==> src/rtl/sram_arbiter.sv <==
// Arbitrates one 16-bit single-port SRAM between fetch (read-only) and memory stage (load/store).
// Each 32-bit access runs two half-word phases of WAIT_CYCLES+1 cycles; the memory stage has fixed priority.
module sram_arbiter #(
  parameter int WAIT_CYCLES = 1,
  parameter int SRAM_AW     = 18
) (
  input  logic               clk,
  input  logic               rst,
  input  logic               if_req,
  input  logic [31:0]        if_addr,
  output logic [31:0]        if_rdata,
  output logic               if_ready,
  input  logic               mem_rd_en,
  input  logic               mem_wr_en,
  input  logic [31:0]        mem_addr,
  input  logic [31:0]        mem_wdata,
  output logic [31:0]        mem_rdata,
  output logic               mem_ready,
  output logic [SRAM_AW-1:0] sram_addr,
  output logic [15:0]        sram_dq_out,
  input  logic [15:0]        sram_dq_in,
  output logic               sram_dq_oe,
  output logic               sram_we_n,
  output logic               sram_oe_n
);

  typedef enum logic [1:0] {IDLE, LO, HI, DONE} state_t;

  localparam logic [3:0] LAST = 4'(WAIT_CYCLES);

  state_t             state, state_nxt;
  logic [3:0]         cnt;
  logic               own_mem;
  logic               is_wr;
  logic [SRAM_AW-2:0] word_q;
  logic [31:0]        wdata_q;
  logic [15:0]        lo_q;
  logic               phase_end;
  logic               mem_any;
  logic               unused_addr_bits;

  assign phase_end = (cnt == LAST);
  assign mem_any   = mem_rd_en | mem_wr_en;

  // Byte-lane bits and bits above the SRAM window are dropped on purpose.
  assign unused_addr_bits = ^{if_addr[31:SRAM_AW+1], if_addr[1:0],
                              mem_addr[31:SRAM_AW+1], mem_addr[1:0]};

  always_ff @(posedge clk) begin
    if (!rst) state <= IDLE;
    else      state <= state_nxt;
  end

  always_comb begin
    state_nxt = state;
    case (state)
      IDLE:    if (mem_any || if_req) state_nxt = LO;
      LO:      if (phase_end) state_nxt = HI;
      HI:      if (phase_end) state_nxt = DONE;
      DONE:    state_nxt = IDLE;
      default: state_nxt = IDLE;
    endcase
  end

  always_ff @(posedge clk) begin
    if (!rst) begin
      cnt       <= '0;
      own_mem   <= 1'b0;
      is_wr     <= 1'b0;
      word_q    <= '0;
      wdata_q   <= '0;
      lo_q      <= '0;
      if_rdata  <= '0;
      mem_rdata <= '0;
    end else begin
      if (state == LO || state == HI) cnt <= phase_end ? 4'd0 : cnt + 4'd1;
      else                            cnt <= '0;

      if (state == IDLE) begin
        if (mem_any) begin
          own_mem <= 1'b1;
          is_wr   <= mem_wr_en;
          word_q  <= mem_addr[SRAM_AW:2];
          wdata_q <= mem_wdata;
        end else if (if_req) begin
          own_mem <= 1'b0;
          is_wr   <= 1'b0;
          word_q  <= if_addr[SRAM_AW:2];
        end
      end

      if (state == LO && phase_end && !is_wr) lo_q <= sram_dq_in;
      // Assemble the word at the end of HI so it is visible together with ready.
      if (state == HI && phase_end && !is_wr) begin
        if (own_mem) mem_rdata <= {sram_dq_in, lo_q};
        else         if_rdata  <= {sram_dq_in, lo_q};
      end
    end
  end

  always_comb begin
    if_ready    = 1'b0;
    mem_ready   = 1'b0;
    sram_addr   = '0;
    sram_dq_out = '0;
    sram_dq_oe  = 1'b0;
    sram_we_n   = 1'b1;
    sram_oe_n   = 1'b1;
    case (state)
      LO, HI: begin
        sram_addr = {word_q, (state == HI)};
        if (is_wr) begin
          sram_dq_oe  = 1'b1;
          sram_dq_out = (state == HI) ? wdata_q[31:16] : wdata_q[15:0];
          // Last phase cycle releases we_n while data and address are still driven.
          sram_we_n   = phase_end;
        end else begin
          sram_oe_n = 1'b0;
        end
      end
      DONE: begin
        if (own_mem) mem_ready = 1'b1;
        else         if_ready  = 1'b1;
      end
      default: ;
    endcase
  end

endmodule

==> config.mk <==
export PLATFORM = sky130hd
export DESIGN_NAME = sram_arbiter
export DESIGN_NICKNAME = d
export VERILOG_FILES = /design/src/rtl/sram_arbiter.sv
export SDC_FILE = /design/constraint.sdc
export NUM_CORES = 1
export LEC_CHECK = 0
export ABC_AREA = 1
export CAP_MARGIN = 10
export CORE_MARGIN = 2
export CORE_UTILIZATION = 46
export CTS_CLUSTER_SIZE = 8
export DETAILED_ROUTE_END_ITERATION = 7
export PLACE_DENSITY_LB_ADDON = 0.15
export SLEW_MARGIN = 20
export SYNTH_ARGS = -nofsm -noshare
export SYNTH_HDL_FRONTEND = slang
export SYNTH_SLANG_ARGS = --single-unit
export TNS_END_PERCENT = 20
==> constraint.sdc <==
create_clock -name clk -period 1.91 [get_ports clk]
set_input_delay 0.382 -clock clk [delete_from_list [all_inputs] [get_ports clk]]
set_output_delay 0.382 -clock clk [all_outputs]
set_load 0.02 [all_outputs]
# Yosys cells after proc, flatten, opt, wreduce, memory -nomap -nowiden
# Index checks and enable logic that the tools add are counted.
[totals]
reg_bits = 137
inputBits = 117
output_inout_bits = 103
wordCells = 59
[classes]
addsub = 1
eq_ne = 7
muxes = 22
n_bitwise = 4
n_reduce_logical = 16
[op_table]
columns = ["operator", "n"]
rows = [
  ["$mux W16", 3],
  ["$mux W17", 2],
  ["$mux W18", 1],
  ["$mux W1", 12],
  ["$pmux W2 S4", 1],
  ["$reduce_and A2 Y1", 4],
  ["$mux W2", 3],
  ["$ne A2 B2 Y1 const B", 3],
  ["$add A4 B1 Y4 const B", 1],
  ["$eq A2 B2 Y1 const B", 2],
  ["$eq A4 B1 Y1 const B", 1],
  ["$logic_and A1 B1 Y1", 4],
  ["$not A1 Y1", 3],
  ["$reduce_and A3 Y1", 1],
  ["$reduce_or A3 Y1", 1],
  ["$eq A2 B1 Y1 const B", 1],
  ["$logic_not A2 Y1", 1],
  ["$logic_or A1 B1 Y1", 2],
  ["$reduce_bool A2 Y1", 1],
  ["$reduce_or A2 Y1", 1],
  ["$logic_not A1 Y1", 1],
  ["$or A1 B1 Y1", 1],
]

# Longest topological paths before layout
# Gate-level depths: netlist of the first run.
[depth]
depth_word = 4
mapped_depth = 10
depth_no_buf = 8

# Worst setup path after synthesis of the first run
# OpenSTA, ideal clock, no wires.
[synth_path]
path_kind = "reg2out"
start = "register state[0]"
end = "output sram_dq_out[10]"
arrival_time_ns = 1.830
required_time_ns = 1.528
setup_slack_ns = -0.302
path_stages_with_launch = 8
n_path_buf = 2
path_cell_list = "dfxtp_1 inv_1 ha_1 buf_4 inv_2 buf_1 nor2_1 nor3_1"
[synth_via]
elab_chain_cells = 4
word_cells_on_any_way = 6
cone_classes = "eq/ne (2); mux (3); reduce/logical (1)"
[synth_lines]
columns = ["item", "line_no", "text"]
rows = [
  ["start: declaration", "31", "state_t state, state_nxt;"],
  ["start signal: assignment", "51", "else state <= state_nxt;"],
  ["$eq A2 B2 Y1", "109, 114", ""],
  ["$mux W16", "114", "sram_dq_out = (state == HI) ? wdata_q[31:16] : wdata_q[15:0];"],
  ["$mux W16", "112", "if (is_wr) begin"],
  ["$mux W16 (*)", "109", "case (state)"],
  ["end: declaration", "20", "output logic [15:0] sram_dq_out,"],
]
# Mark *: on every way between the ends. The rest lies on a longest branch, timed or not.

# Worst setup path after layout of the first run
[layout_path]
start = "register state[0]"
end = "output sram_dq_out[15]"
# The elaborated chain is that of the path after synthesis.

==> results of run 1 <==
cell type report:
cell class / count / area (µm²)
tap: 180 / 225
sequential: 137 / 2750
fill: 1150 / 4130
clock buffer: 18 / 439
timing repair buffer: 229 / 2400
inverter: 195 / 739
clock inverter: 14 / 146
multi-input combinational: 618 / 3000
cells by family (layout without fill, tap and decap cells):
family	Yosys count	after routing	synth area share
adder cells (fa/ha/maj)	7	7	0.0135
AND/OR/NAND/NOR	538	538	0.349
flip-flops	137	137	0.423
buffers and inverters	254	456	0.155
AO/OA/AOI/OAI	71	71	0.0560
XOR/XNOR	2	2	0.00270
repair_timing:
action / in CTS / in global routing
setup buffers: 2 / 1
cloned: 2 / 0
setup endpoints to repair: 39 / 62
pin swaps: 20 / 13
resized for setup: 274 / 15
metal layers:
| layer | up-vias | GRT usage |
|---|---|---|
| li1 | 3417 | - |
| met1 | 2930 | 0.301 |
| met2 | 215 | 0.394 |
| met3 | 27 | 0.0795 |
| met4 | 0 | 0.0862 |
| met5 | - | 0 |
tightest hold or removal path, delay by kind of cell:
family / cells / cell delay, ps
buf+inv: 1 / 230
simple gates: 2 / 140
flip-flops by register name (all words and copies together), names as in the netlist:
| signal | cells |
|---|---|
| wdata_q | 32 |
| mem_rdata | 32 |
| word_q | 17 |
| own_mem | 1 |
| if_rdata | 32 |
| cnt | 4 |
| lo_q | 16 |
| is_wr | 1 |
| state | 2 |
power by group:
group / switching [W] / leakage [nW] / internal (W)
sequential: 0.000316 / 1.12 / 0.00338
combinational: 0.00278 / 3.08 / 0.00186
clock: 0.00129 / 0.283 / 0.00196
total: 0.00438 / 4.48 / 0.00720
synth_stat cells (all sizes together):
cell type / number / area [µm²]
nand3: 5 / 25.0
o21ai: 66 / 334
dfxtp: 137 / 2740
buf: 44 / 215
nand4: 66 / 425
xnor2: 1 / 8.76
or2: 1 / 6.26
nor3: 16 / 80.1
nand2: 210 / 793
xor2: 1 / 8.76
inv: 195 / 732
ha: 7 / 87.6
a21oi: 5 / 28.8
clkbuf: 15 / 56.3
nor2: 240 / 933
per-stage QoR:
step	cell area, µm²	worst slack [ps]	instances	total power, W	hold WS [ps]
after CTS	9660	-157	1390	0.0115	358
after floorplan	6610	1.72	1009	0.00624	434
after global routing	9700	-226	1391	0.0123	395
final	9700	-178	1391	0.0116	394
after global placement	8820	-293	1354	0.00775	450
after detailed placement	8820	-327	1354	0.00781	474
final timing paths:
check / endpoint / slack (ps) / startpoint / depth (start not counted)
worst min-delay path: state[1] / 390 / rst / 3
worst max register to register: mem_rdata[17] / 90 / state[1] / 10
worst max-delay path: sram_dq_out[15] / -180 / state[0] / 6
worst min register to register: cnt[0] / 480 / cnt[0] / 1
==> out/qor.yml, run 1 <==
tns_ps: -3760
critPathMaxFanout: 5
slew_viol_final: 0
avgRoutedWirePerCell_um: 12.8
drive_gt1_frac: 0.141
wl_um: 17800
cpLargestDelayFamily: "flip-flops"
grt_max_degree: 65
power.density_nw_per_um2: 1190
clk_pin_slew_ps: 60
violations: "setup timing"
ant_nets: 0
outcome: "complete, but fails checks"
wl_met3_um: 1340
core_um2: 13800
cp_slowest_cell: "dfxtp_2"
routed-wl-met2_um: 8630
met1Wirelength_um: 7530
setup_viol: 38
via_count: 6589
dp_hpwl_um: 11700
netlist_instances: 1009
startpoint_type: "flip-flop"
cpPeakStageDelay_ps: 350
synthToLayoutAreaGrowth_pct: 49.8
grt.overflow.total: 0
slew_headroom: 0.554
layout.nets: 1322
cp.required_ps: 1530
skew_ps: 7.70
avgSynthCellArea_um2: 6.42
cp.arrival_ps: 1710
leakage_nw: 4.48
min_path_type: "in -> reg"
fp-row-count: 43
final_cell_mix: "nor2_1, nand2_1, inv_1"
antenna_found_initial: 0
clk_latency_ps: 420
root_buffer: "clkbuf_16"
cp.buffers_inverters: 3
worst-setup-path-type: "reg -> out"
antenna_cells: 0
ctsLongestPathBuffers: 2
maxUsedRoutingLayer: "met4"
drc_errors: 0
io_pins: 220
firstDrtPassIters: 4
grt_pass1_vias: 6011
htreeDepth: 4
syn_area_um2: 6480
path_cells: "inv_4, ha_4, nand2_8, buf_12, nor3_4, buf_6"
setup_ws_ps: -178
drv_cap: 0
fmax_mhz: 479
seq_area_frac_synth: 0.423
grt_pass1_wl_um: 28800
grt_usage: 0.243
die-area_um2: 15000
fin_crit_sh: 1.09
die-height_um: 123
cts_made_buffers: 17
cp-end-kind: "output pin"
yosysWarnings: 0
ys_seq_elements: 137
cts_hold_buffers: 0
die_x_um: 123
finish.utilization: 0.702
io_buffers: 189
post-route-min-period_ps: 2090
cts_tree: "done"
finalWeightedCongestion: 0.792
final_common_cell: "nor2_1"
ir_drop_uv: 956
rsz0062_at_grt: "true"
netlist-cell-type-count: 25
drtIter0Drc: 574
worst_slew_pin_slew_ps: 669
finalHoldViolCount: 0
syn-num-nets: 1133
cts.sinks: 137
start_util: 0.468
via_per_inst: 4.74
No activity file was read; power rests on OpenSTA's default activity.
==> inputs of run 2 (changes only) <==
--- a/config.mk
+++ b/config.mk
@@ -8,10 +8,11 @@
 export ABC_AREA = 1
 export CAP_MARGIN = 10
 export CORE_MARGIN = 2
-export CORE_UTILIZATION = 46
+export CORE_UTILIZATION = 47
+export CTS_BUF_LIST = sky130_fd_sc_hd__clkbuf_8
 export CTS_CLUSTER_SIZE = 8
 export DETAILED_ROUTE_END_ITERATION = 7
-export PLACE_DENSITY_LB_ADDON = 0.15
+export PLACE_DENSITY = 0.81
 export SLEW_MARGIN = 20
 export SYNTH_ARGS = -nofsm -noshare
 export SYNTH_HDL_FRONTEND = slang
==> out/qor.yml, run 2 (synthesis results as in run 1) <==
leakage_nw: 4.41
fin_crit_sh: 1.10
root_buffer: "clkbuf_8"
dp_hpwl_um: 12500
fp-row-count: 42
synthToLayoutAreaGrowth_pct: 46.3
drtIter0Drc: 526
finalWeightedCongestion: 0.864
cpPeakStageDelay_ps: 350
setup_viol: 36
grt_pass1_vias: 6329
io_pins: 220
min_path_type: "in -> reg"
clk_latency_ps: 440
drc_errors: 0
final_common_cell: "nor2_1"
violations: "setup timing"
finish.utilization: 0.710
largest_registers: "if_rdata: 32 flops, mem_rdata: 32 flops, wdata_q: 32 flops"
firstDrtPassIters: 7
start_util: 0.485
finalHoldViolCount: 0
htreeDepth: 4
post-route-min-period_ps: 2100
wl_um: 18200
final_cells: 1388
layout.nets: 1323
antenna_found_initial: 0
crit_path_frequent_cell: "buf_6"
drv_cap: 0
grt_usage: 0.255
worst_slew_pin_slew_ps: 578
nFillCells: 1091
cts_tree: "done"
via_count: 6667
cts.sinks: 137
io_buffers: 189
critPathMaxFanout: 8
fmax_mhz: 477
antenna_cells: 0
clk_pin_slew_ps: 80
ant_nets: 0
grt.overflow.total: 0
path_cells: "buf_6, ha_4, inv_4, buf_12, nor2_1, nor3_4, buf_6"
power_w: 0.0107
cts_made_buffers: 17
avgRoutedWirePerCell_um: 13.1
cp.arrival_ps: 1710
worst-setup-path-type: "reg -> out"
grt_max_degree: 65
cpLargestDelayFamily: "buffers and inverters"
dp.cells: 1350
skew_ps: 6.90
die-area_um2: 14700
ctsLongestPathBuffers: 2
via_per_inst: 4.80
rsz0062_at_grt: "true"
die-height_um: 121
cp_slowest_cell: "dfxtp_2"
cp.required_ps: 1530
outcome: "complete, but fails checks"
die_x_um: 121
setup_ws_ps: -186
cp.buffers_inverters: 4
grt_pass1_wl_um: 29700
power.density_nw_per_um2: 1130
startpoint_type: "flip-flop"
cp-end-kind: "output pin"
final_cell_mix: "nor2_1, nand2_1, inv_1"
slew_viol_final: 0
ir_drop_uv: 716
drive_gt1_frac: 0.138
core_um2: 13300
slew_headroom: 0.614
-- run 2: final cells by class --
type | count | area (µm²) | area share
Inverter | 195 | 742 | 0.0783
Timing Repair Buffer | 230 | 2380 | 0.251
Multi-Input combinational cell | 618 | 2970 | 0.313
Clock inverter | 12 | 149 | 0.0157
Sequential cell | 137 | 2750 | 0.290
Clock buffer | 20 | 275 | 0.0290
Tap cell | 176 | 220 | 0.0232
-- run 2: report_power, final --
group | leakage, nW | total, W | switching [W] | internal (W)
Sequential | 1.12 | 0.00368 | 0.000301 | 0.00338
Combinational | 3.08 | 0.00455 | 0.00276 | 0.00179
Clock | 0.212 | 0.00251 | 0.00113 | 0.00139
-- run 2: routing by layer --
| layer | global-route usage | vias to the layer above | part of all wire |
|---|---|---|---|
| met5 | 0 | - | 0 |
| met4 | 0.0941 | 0 | 0.023 |
| met3 | 0.0738 | 37 | 0.084 |
| met2 | 0.434 | 255 | 0.49 |
| met1 | 0.307 | 2961 | 0.41 |
| li1 | - | 3414 | - |
-- run 2: worst register-to-register path, cell delays in order (launching register included) --
cell     delay, ps
dfxtp_2        350
buf_6          120
ha_4           180
inv_4           60
buf_6          120
buf_4          140
nor2_4         140
buf_12         260
nand4_1        180
nand2_1        100
nor2_1          40
-- run 2: path summary, 6_finish.rpt --
path / cells after the start / end / from / slack [ps]
worst max register to register: 10 / mem_rdata[20] / state[1] / 130
worst min register to register: 1 / cnt[0] / cnt[0] / 480
worst min-delay path: 3 / mem_rdata[8] / rst / 380
worst max-delay path: 7 / sram_dq_out[4] / state[1] / -190
-- run 2: per-stage QoR --
| stage | cell area [µm²] | setup TNS [ps] | hold slack, ps | worst slack [ps] |
|---|---|---|---|---|
| finish | 9480 | -3040 | 380 | -186 |
| global route | 9480 | -5880 | 384 | -249 |
| CTS | 9450 | -3820 | 345 | -172 |
| detailed placement | 8800 | -9050 | 462 | -319 |
| global placement | 8800 | -7840 | 450 | -269 |
| floorplan | 6610 | 0 | 434 | 1.72 |
-- run 2: timing repair --
| item | in CTS | in global routing |
|---|---|---|
| setup buffers | 4 | 1 |
| endpoints found under the setup margin | 39 | 40 |
| pin swaps | 18 | 1 |
| gates resized for setup | 259 | 19 |
| cloned | 1 | 0 |
| hold endpoints to repair | 0 | 0 |
| hold buffers | 0 | 0 |
==> inputs of run 3 (changes only) <==
--- a/config.mk
+++ b/config.mk
@@ -10,6 +10,7 @@
 export CORE_MARGIN = 2
 export CORE_UTILIZATION = 47
 export CTS_BUF_LIST = sky130_fd_sc_hd__clkbuf_8
+export CTS_CLUSTER_DIAMETER = 30
 export CTS_CLUSTER_SIZE = 8
 export DETAILED_ROUTE_END_ITERATION = 7
 export PLACE_DENSITY = 0.81
@@ -17,4 +18,3 @@
 export SYNTH_ARGS = -nofsm -noshare
 export SYNTH_HDL_FRONTEND = slang
 export SYNTH_SLANG_ARGS = --single-unit
-export TNS_END_PERCENT = 20
==> out/qor.yml, run 3 (synthesis results as in run 1) <==
worst_slew_pin_slew_ps: 592
hold_start: "rst"
cp_slowest_cell: "dfxtp_2"
fp-row-count: 42
setup_viol: 36
setup_ws_ps: -190
dp.cells: 1350
rsz0062_at_grt: "true"
io_pins: 220
cp-startpoint: "state[1]"
io_buffers: 189
wl_um: 18900
avgRoutedWirePerCell_um: 13.6
dp_hpwl_um: 12500
drive_gt1_frac: 0.166
clk_pin_slew_ps: 80
p_switching_w: 0.00455
skew_ps: 5.56
slew_viol_final: 0
die_x_um: 121
ant_nets: 0
fin_crit_sh: 1.10
worst-setup-path-type: "reg -> out"
intPower_w: 0.00695
finalHoldViolCount: 0
sw_frac_of_total: 0.395
die-height_um: 121
clk_latency_ps: 440
cp.required_ps: 1530
outcome: "complete, but fails checks"
antenna_cells: 0
largest_registers: "if_rdata: 32 flops, mem_rdata: 32 flops, wdata_q: 32 flops"
leakage_nw: 4.59
final_common_cell: "nor2_1"
comb_power_share: 0.456
nFillCells: 1052
drtIter0Drc: 612
fmax_mhz: 476
core_um2: 13300
synthToLayoutAreaGrowth_pct: 50.1
clkPwrFrac: 0.218
reg2reg_slack_ps: 120
start_util: 0.485
endpoint: "sram_dq_out[4]"
cp-end-kind: "output pin"
grt_max_degree: 65
slew_headroom: 0.605
seq_power_share: 0.326
cpPeakStageDelay_ps: 350
finish.utilization: 0.728
finalWeightedCongestion: 0.864
cts.sinks: 137
rr_startpoint: "state[1]"
cts_made_buffers: 17
startpoint_type: "flip-flop"
power_w: 0.0115
drc_errors: 0
via_count: 6749
via_per_inst: 4.84
final_cells: 1395
antenna_found_initial: 0
grt_usage: 0.256
hold_slack_ps: 383
die-area_um2: 14700
critPathMaxFanout: 8
ctsLongestPathBuffers: 2
grt_pass1_vias: 6347
violations: "setup timing"
post-route-min-period_ps: 2100
power.density_nw_per_um2: 1180
cp.arrival_ps: 1720
r2r-end: "mem_rdata[20]"
firstDrtPassIters: 6
rr_worst_depth: 10
crit_path_frequent_cell: "buf_6"
cts_tree: "done"
grt.overflow.total: 0
min_path_type: "in -> reg"
grt_pass1_wl_um: 29700
drv_cap: 0
tns_ps: -4690
htreeDepth: 4
root_buffer: "clkbuf_8"
path_cells: "buf_6, ha_4, inv_4, buf_12, nor2_1, nor3_4, buf_6"
layout.nets: 1330
final_cell_mix: "nor2_1, nand2_1, inv_1"
ir_drop_uv: 740
[run 3: layer usage]
metal	up-vias	share of wire	global-route usage	wire, µm
met1	3021	0.40	0.307	7490
met5	-	0	0	0
met4	0	0.022	0.0941	408
li1	3422	-	-	-
met2	273	0.50	0.436	9460
met3	33	0.082	0.0728	1560
[run 3: what timing repair did]
action                                  4_1_cts  5_1_grt
pin swaps                                    18        3
setup buffers                                 4        5
endpoints found under the setup margin       39       40
hold buffers                                  0        0
cloned                                        1        3
resized for setup                           263       70
[run 3: final cells by class]
type,count,area [µm²],share of cell area
multi-input combinational,618,3100,0.319
timing repair buffer,237,2480,0.255
sequential,137,2750,0.282
inverter,195,749,0.0771
clock inverter,12,149,0.0153
clock buffer,20,275,0.0283
tap,176,220,0.0227
[run 3: worst min path at each step]
stage                     slack, ps            to  cells past startpoint
after global placement          450        cnt[0]                      1
after floorplan                 430        cnt[0]                      1
after global routing            380  mem_rdata[9]                      3
after detailed placement        460        cnt[0]                      1
after CTS                       350  mem_rdata[8]                      3
final                           380  mem_rdata[8]                      3
[run 3: through the flow]
stage | cell area [µm²] | setup slack [ps]
after global placement | 8800 | -269
after CTS | 9460 | -172
final | 9720 | -190
after floorplan | 6610 | 1.72
after global routing | 9720 | -252
after detailed placement | 8800 | -319
[run 3: power groups by stage]
stage | Combinational (W) | Clock (W) | Sequential [W]
after floorplan | 0.00251 | 0 | 0.00373
after global placement | 0.00402 | 0 | 0.00369
after detailed placement | 0.00408 | 0 | 0.00370
after CTS | 0.00446 | 0.00254 | 0.00366
after global routing | 0.00569 | 0.00270 | 0.00379
final | 0.00524 | 0.00251 | 0.00375
[run 3: worst max-delay path: cells and delay by family (launching register included)]
kind	cells	cell delay [ps]
flip-flops	1	350
AND/OR/NAND/NOR	2	310
adder cells (fa/ha/maj)	1	180
buffers and inverters	4	450
==> edit 1, RTL diff (flow settings as in run 2) <==
Encoding of `state_t`: now one-hot (4 bits for 4 states).
--- a/src/rtl/sram_arbiter.sv
+++ b/src/rtl/sram_arbiter.sv
@@ -24,7 +24,7 @@
   output logic               sram_oe_n
 );
 
-  typedef enum logic [1:0] {IDLE, LO, HI, DONE} state_t;
+  typedef enum logic [3:0] {IDLE = 4'b0001, LO = 4'b0010, HI = 4'b0100, DONE = 4'b1000} state_t;
 
   localparam logic [3:0] LAST = 4'(WAIT_CYCLES);
 
Function: no difference found for any inputs over 4 cycles, from zero or initial values and one cycle with rst low; so few cycles prove little.
==> edit 1 against run 2 <==
The run still ends with negative setup slack left; cell area down 8.7%; clock skew up 0.0058 ns; non-clock buffer count down 8; setup slack better by 0.018 ns; sequential cell count up 2; synthesized area down 6.6%; routed wire length down 11%; critical path type unchanged; critical endpoint is now sram_dq_out[13]; largest cell class is now flip-flops and latches; highest routed layer unchanged.
Power is not compared: it rests on default switching activity, and its combinational part moved more than twofold at a synthesized area within 25%.
==> edit 1: results <==
[global_route]
grt_max_degree = 65
grt_usage_pct = 23.6
grt_pass1_wl_um = 26600
grt_pass1_vias = 5629
antenna_found_initial = 0

[clock_tree]
insertion_delay_ns = 0.45
cts_max_level = 4
cts.clk_slew.worst_paths_ns = 0.08
cts_made_buffers = 17

[cells_and_area]
n_fill_cell = 1113
diodes = 0
nets = 1213
drive_gt1_share_pct = 12.6

[status]
violations = negative setup slack
status = finished, violations left

[yosys]
synth-xor-area-share_pct = 0.289
synthAdderAreaFrac_pct = 0.413
yosysWarnings = 0
synth.distinct_cells = 23
ys_seq_area_share_pct = 46.0
syn_inst = 904
yosysTopAreaCell = dfxtp_1
syn_nets = 1023
netlist_top_cells_count = nand2_1 (257), nor2_1 (204), dfxtp_1 (139)
synth.area.top_cells = dfxtp_1 (46%), nand2_1 (16%), nor2_1 (13%)
synth_compound_area_share_pct = 9.12

[worst_setup_path]
rrSetupSlack_ns = 0.10
arrival_ns = 1.70
r2r_cells = 11
crit-reg2reg-launch = state[0]
critPathMaxFanout = 13
timing.rr.end = if_rdata[27]

[routing]
first_pass_iters = 6
drtIter0Drc = 401
via_count = 6024
drt_wl_total_um = 16200
vias_per_cell = 4.71

[power]
leakage_nw = 3.98
peakVddDrop_v = 0.000587
intPower_mw = 4.93

[place]
gp_congestion = 0.768
hpwl_um = 11200
placed_area_sq_mm = 0.00818
portBuffers = 189

[hold_path]
holdCritStartpoint = wdata_q[20]
hold_end = wdata_q[20]
hold_path_depth = 2
hold_path_class = register to register

[sta]
fin_skew_ns = 0.0127
setup_viol = 37
tightest_slew_ns = 0.634
finalWorstSetupSlack_ns = -0.168
==> edit 1: worst max path at each step <==
stage | from | end | slack [ns] | cells past startpoint
global placement | state[0] | sram_dq_out[5] | -0.16 | 7
global route | state[0] | sram_dq_out[8] | -0.29 | 7
floorplan | state[1] | sram_dq_out[10] | 0.17 | 7
detailed placement | state[0] | sram_dq_out[5] | -0.19 | 7
CTS | state[1] | sram_dq_out[4] | -0.16 | 7
finish | state[0] | sram_dq_out[13] | -0.17 | 7
==> edit 1: cell type report <==
class / count / area (sq um) / area share, %
Clock buffer: 18 / 248 / 2.86
Clock inverter: 14 / 194 / 2.24
Inverter: 95 / 362 / 4.18
Multi-Input combinational cell: 619 / 2690 / 31.0
Sequential cell: 139 / 2790 / 32.2
Tap cell: 172 / 215 / 2.49
Timing Repair Buffer: 222 / 2160 / 25.0
==> edit 1: timing repair <==
action / in CTS / in global routing
pin swaps: 3 / 5
buffers inserted: 3 / 3
endpoints found under the setup margin: 39 / 39
resized for setup: 204 / 15
==> edit 1: worst max-delay path, stage by stage, from the launching register on <==
cell     delay, ns
dfxtp_2       0.35
nor2_4        0.16
inv_2         0.06
nor2_4        0.16
buf_12        0.15
nand2_1       0.07
a21oi_2       0.15
buf_4         0.15
==> edit 1: power groups by stage <==
stage | sequential [mW] | combinational [mW] | clock (mW)
after floorplan | 3.18 | 0.508 | 0
after global placement | 3.19 | 0.896 | 0
after detailed placement | 3.19 | 0.910 | 0
after CTS | 3.13 | 0.923 | 2.67
after global routing | 3.15 | 1.03 | 2.80
final | 3.13 | 0.928 | 2.63
==> edit 1: cell families after synthesis <==
family | count (synthesis)
fa+ha+maj | 2
buf+inv | 146
simple gates | 512
flops | 139
xor+xnor | 2
compound gates | 103
==> edit 1: per-layer routing <==
metal	vias up	routed length [um]	GRT usage (%)
met2	202	7890	39.6
met3	28	1180	8.09
li1	3115	-	-
met1	2679	6840	28.6
met5	-	0	0
met4	0	283	7.53
==> edit 1: per-stage QoR <==
step	hold slack, ns	setup TNS, ns	worst slack, ns
global route	0.480	-8.60	-0.287
floorplan	0.434	0	0.168
detailed placement	0.451	-3.89	-0.189
global placement	0.447	-3.21	-0.162
CTS	0.462	-2.56	-0.165
finish	0.462	-4.08	-0.168
==> edit 2, RTL diff (flow settings as in run 2) <==
Without the edit above. Change the parameter `SRAM_AW` from 18 to 9.
--- a/src/rtl/sram_arbiter.sv
+++ b/src/rtl/sram_arbiter.sv
@@ -2,7 +2,7 @@
 // Each 32-bit access runs two half-word phases of WAIT_CYCLES+1 cycles; the memory stage has fixed priority.
 module sram_arbiter #(
   parameter int WAIT_CYCLES = 1,
-  parameter int SRAM_AW     = 18
+  parameter int SRAM_AW     = 9
 ) (
   input  logic               clk,
   input  logic               rst,
Interface: changed (resized sram_addr); port bits go from 220 to 211. The function was not compared with the original's and may differ.
==> edit 2 against run 2 <==
Maximum frequency decreased by 1.9%; final cell count shrank 7.9%; cell area shrank 8.2%; setup slack got worse by 0.041 ns; total power down 11%; routed wire length decreased by 9.7%; utilization is 1.5 points lower; the run still ends with negative setup slack left; sequential cell count down 9; count of clock-buffer cells in the layout rose by 1; synthesized area shrank 7.6%; worst hold slack better by 0.043 ns.
==> edit 2: results <==
[status]
status = finished, violations left
violations = negative setup slack

[yosys]
synth.area.top_cells = dfxtp_1 (43%), nor2_1 (14%), inv_1 (12%)
ys_seq_area_share_pct = 42.8
netlist_top_cells_count = nor2_1 (218), inv_1 (184), nand2_1 (172)
syn_nets = 1047
synth.distinct_cells = 23

[sta]
finalWorstSetupSlack_ns = -0.227
tightest_slew_ns = 0.511
setup_viol = 27
fin_skew_ns = 0.0121

[worst_setup_path]
critical-path-max-stage-delay_ns = 0.33
rrSetupSlack_ns = 0
cp-endpoint = sram_dq_out[2]

[power]
p_clk_mw = 2.00
leakage_nw = 3.96
peakVddDrop_v = 0.000629

[routing]
first_pass_iters = 5
wire_per_inst_um = 12.9
vias_per_cell = 4.79
drtIter0Drc = 427
routedLengthMet1_um = 6760
wl_met2_um = 7940

[place]
place_ws_ns = -0.314
gp_congestion = 0.835
hpwl_um = 11200

[cells_and_area]
drive_gt1_share_pct = 14.5
nets = 1222

[global_route]
use_met1_pct = 28.8
grt_use_met3_pct = 7.98
met2_usage_pct = 41.4
grt_usage_pct = 24.3

[hold_path]
hold_end = mem_rdata[24]
edit 2: changes by cell type after synthesis, sizes merged:
cell | before | now
nor3 | 16 | 15
o21ai | 66 | 58
clkbuf | 15 | 19
dfxtp | 137 | 128
nor2 | 240 | 222
nand2 | 210 | 174
buf | 44 | 35
inv | 195 | 186
edit 2: what timing repair did:
| action | CTS | global route |
|---|---|---|
| buffers inserted | 2 | 3 |
| gates resized for setup | 223 | 21 |
| gates cloned | 1 | 1 |
| hold endpoints to repair | 0 | 0 |
| pin swaps | 16 | 12 |
| setup endpoints to repair | 94 | 92 |
edit 2: worst max-delay path: cells and delay by family (launching register included):
| family | cells | cell delay, ns |
|---|---|---|
| flip-flops | 1 | 0.33 |
| adder cells (fa/ha/maj) | 1 | 0.19 |
| AND/OR/NAND/NOR | 2 | 0.24 |
| buffers and inverters | 4 | 0.54 |
edit 2: metrics by stage:
step                      power [mW]  hold slack, ns  utilization [%]  cells  cell area, sq um
after floorplan                 5.65           0.434                -    923              6100
after global placement          6.97           0.447             64.3   1244              8050
after detailed placement        7.04           0.463             64.3   1244              8050
after CTS                       9.40           0.389             68.5   1274              8570
after global routing            10.2           0.426             69.5   1278              8700
final                           9.60           0.423             69.5   1278              8700
edit 2: cell families after synthesis:
kind of cell / count (synthesis) / share of synthesized area (%)
xor+xnor: 2 / 0.293
flops: 128 / 42.8
fa+ha+maj: 7 / 1.46
compound gates: 63 / 5.27
simple gates: 483 / 34.2
buf+inv: 240 / 15.9
edit 2: cell type report:
class | count | area share, %
Clock buffer | 21 | 3.32
Clock inverter | 6 | 0.431
Inverter | 186 | 8.11
Multi-Input combinational cell | 555 | 31.6
Sequential cell | 128 | 29.5
Tap cell | 172 | 2.47
Timing Repair Buffer | 210 | 24.5
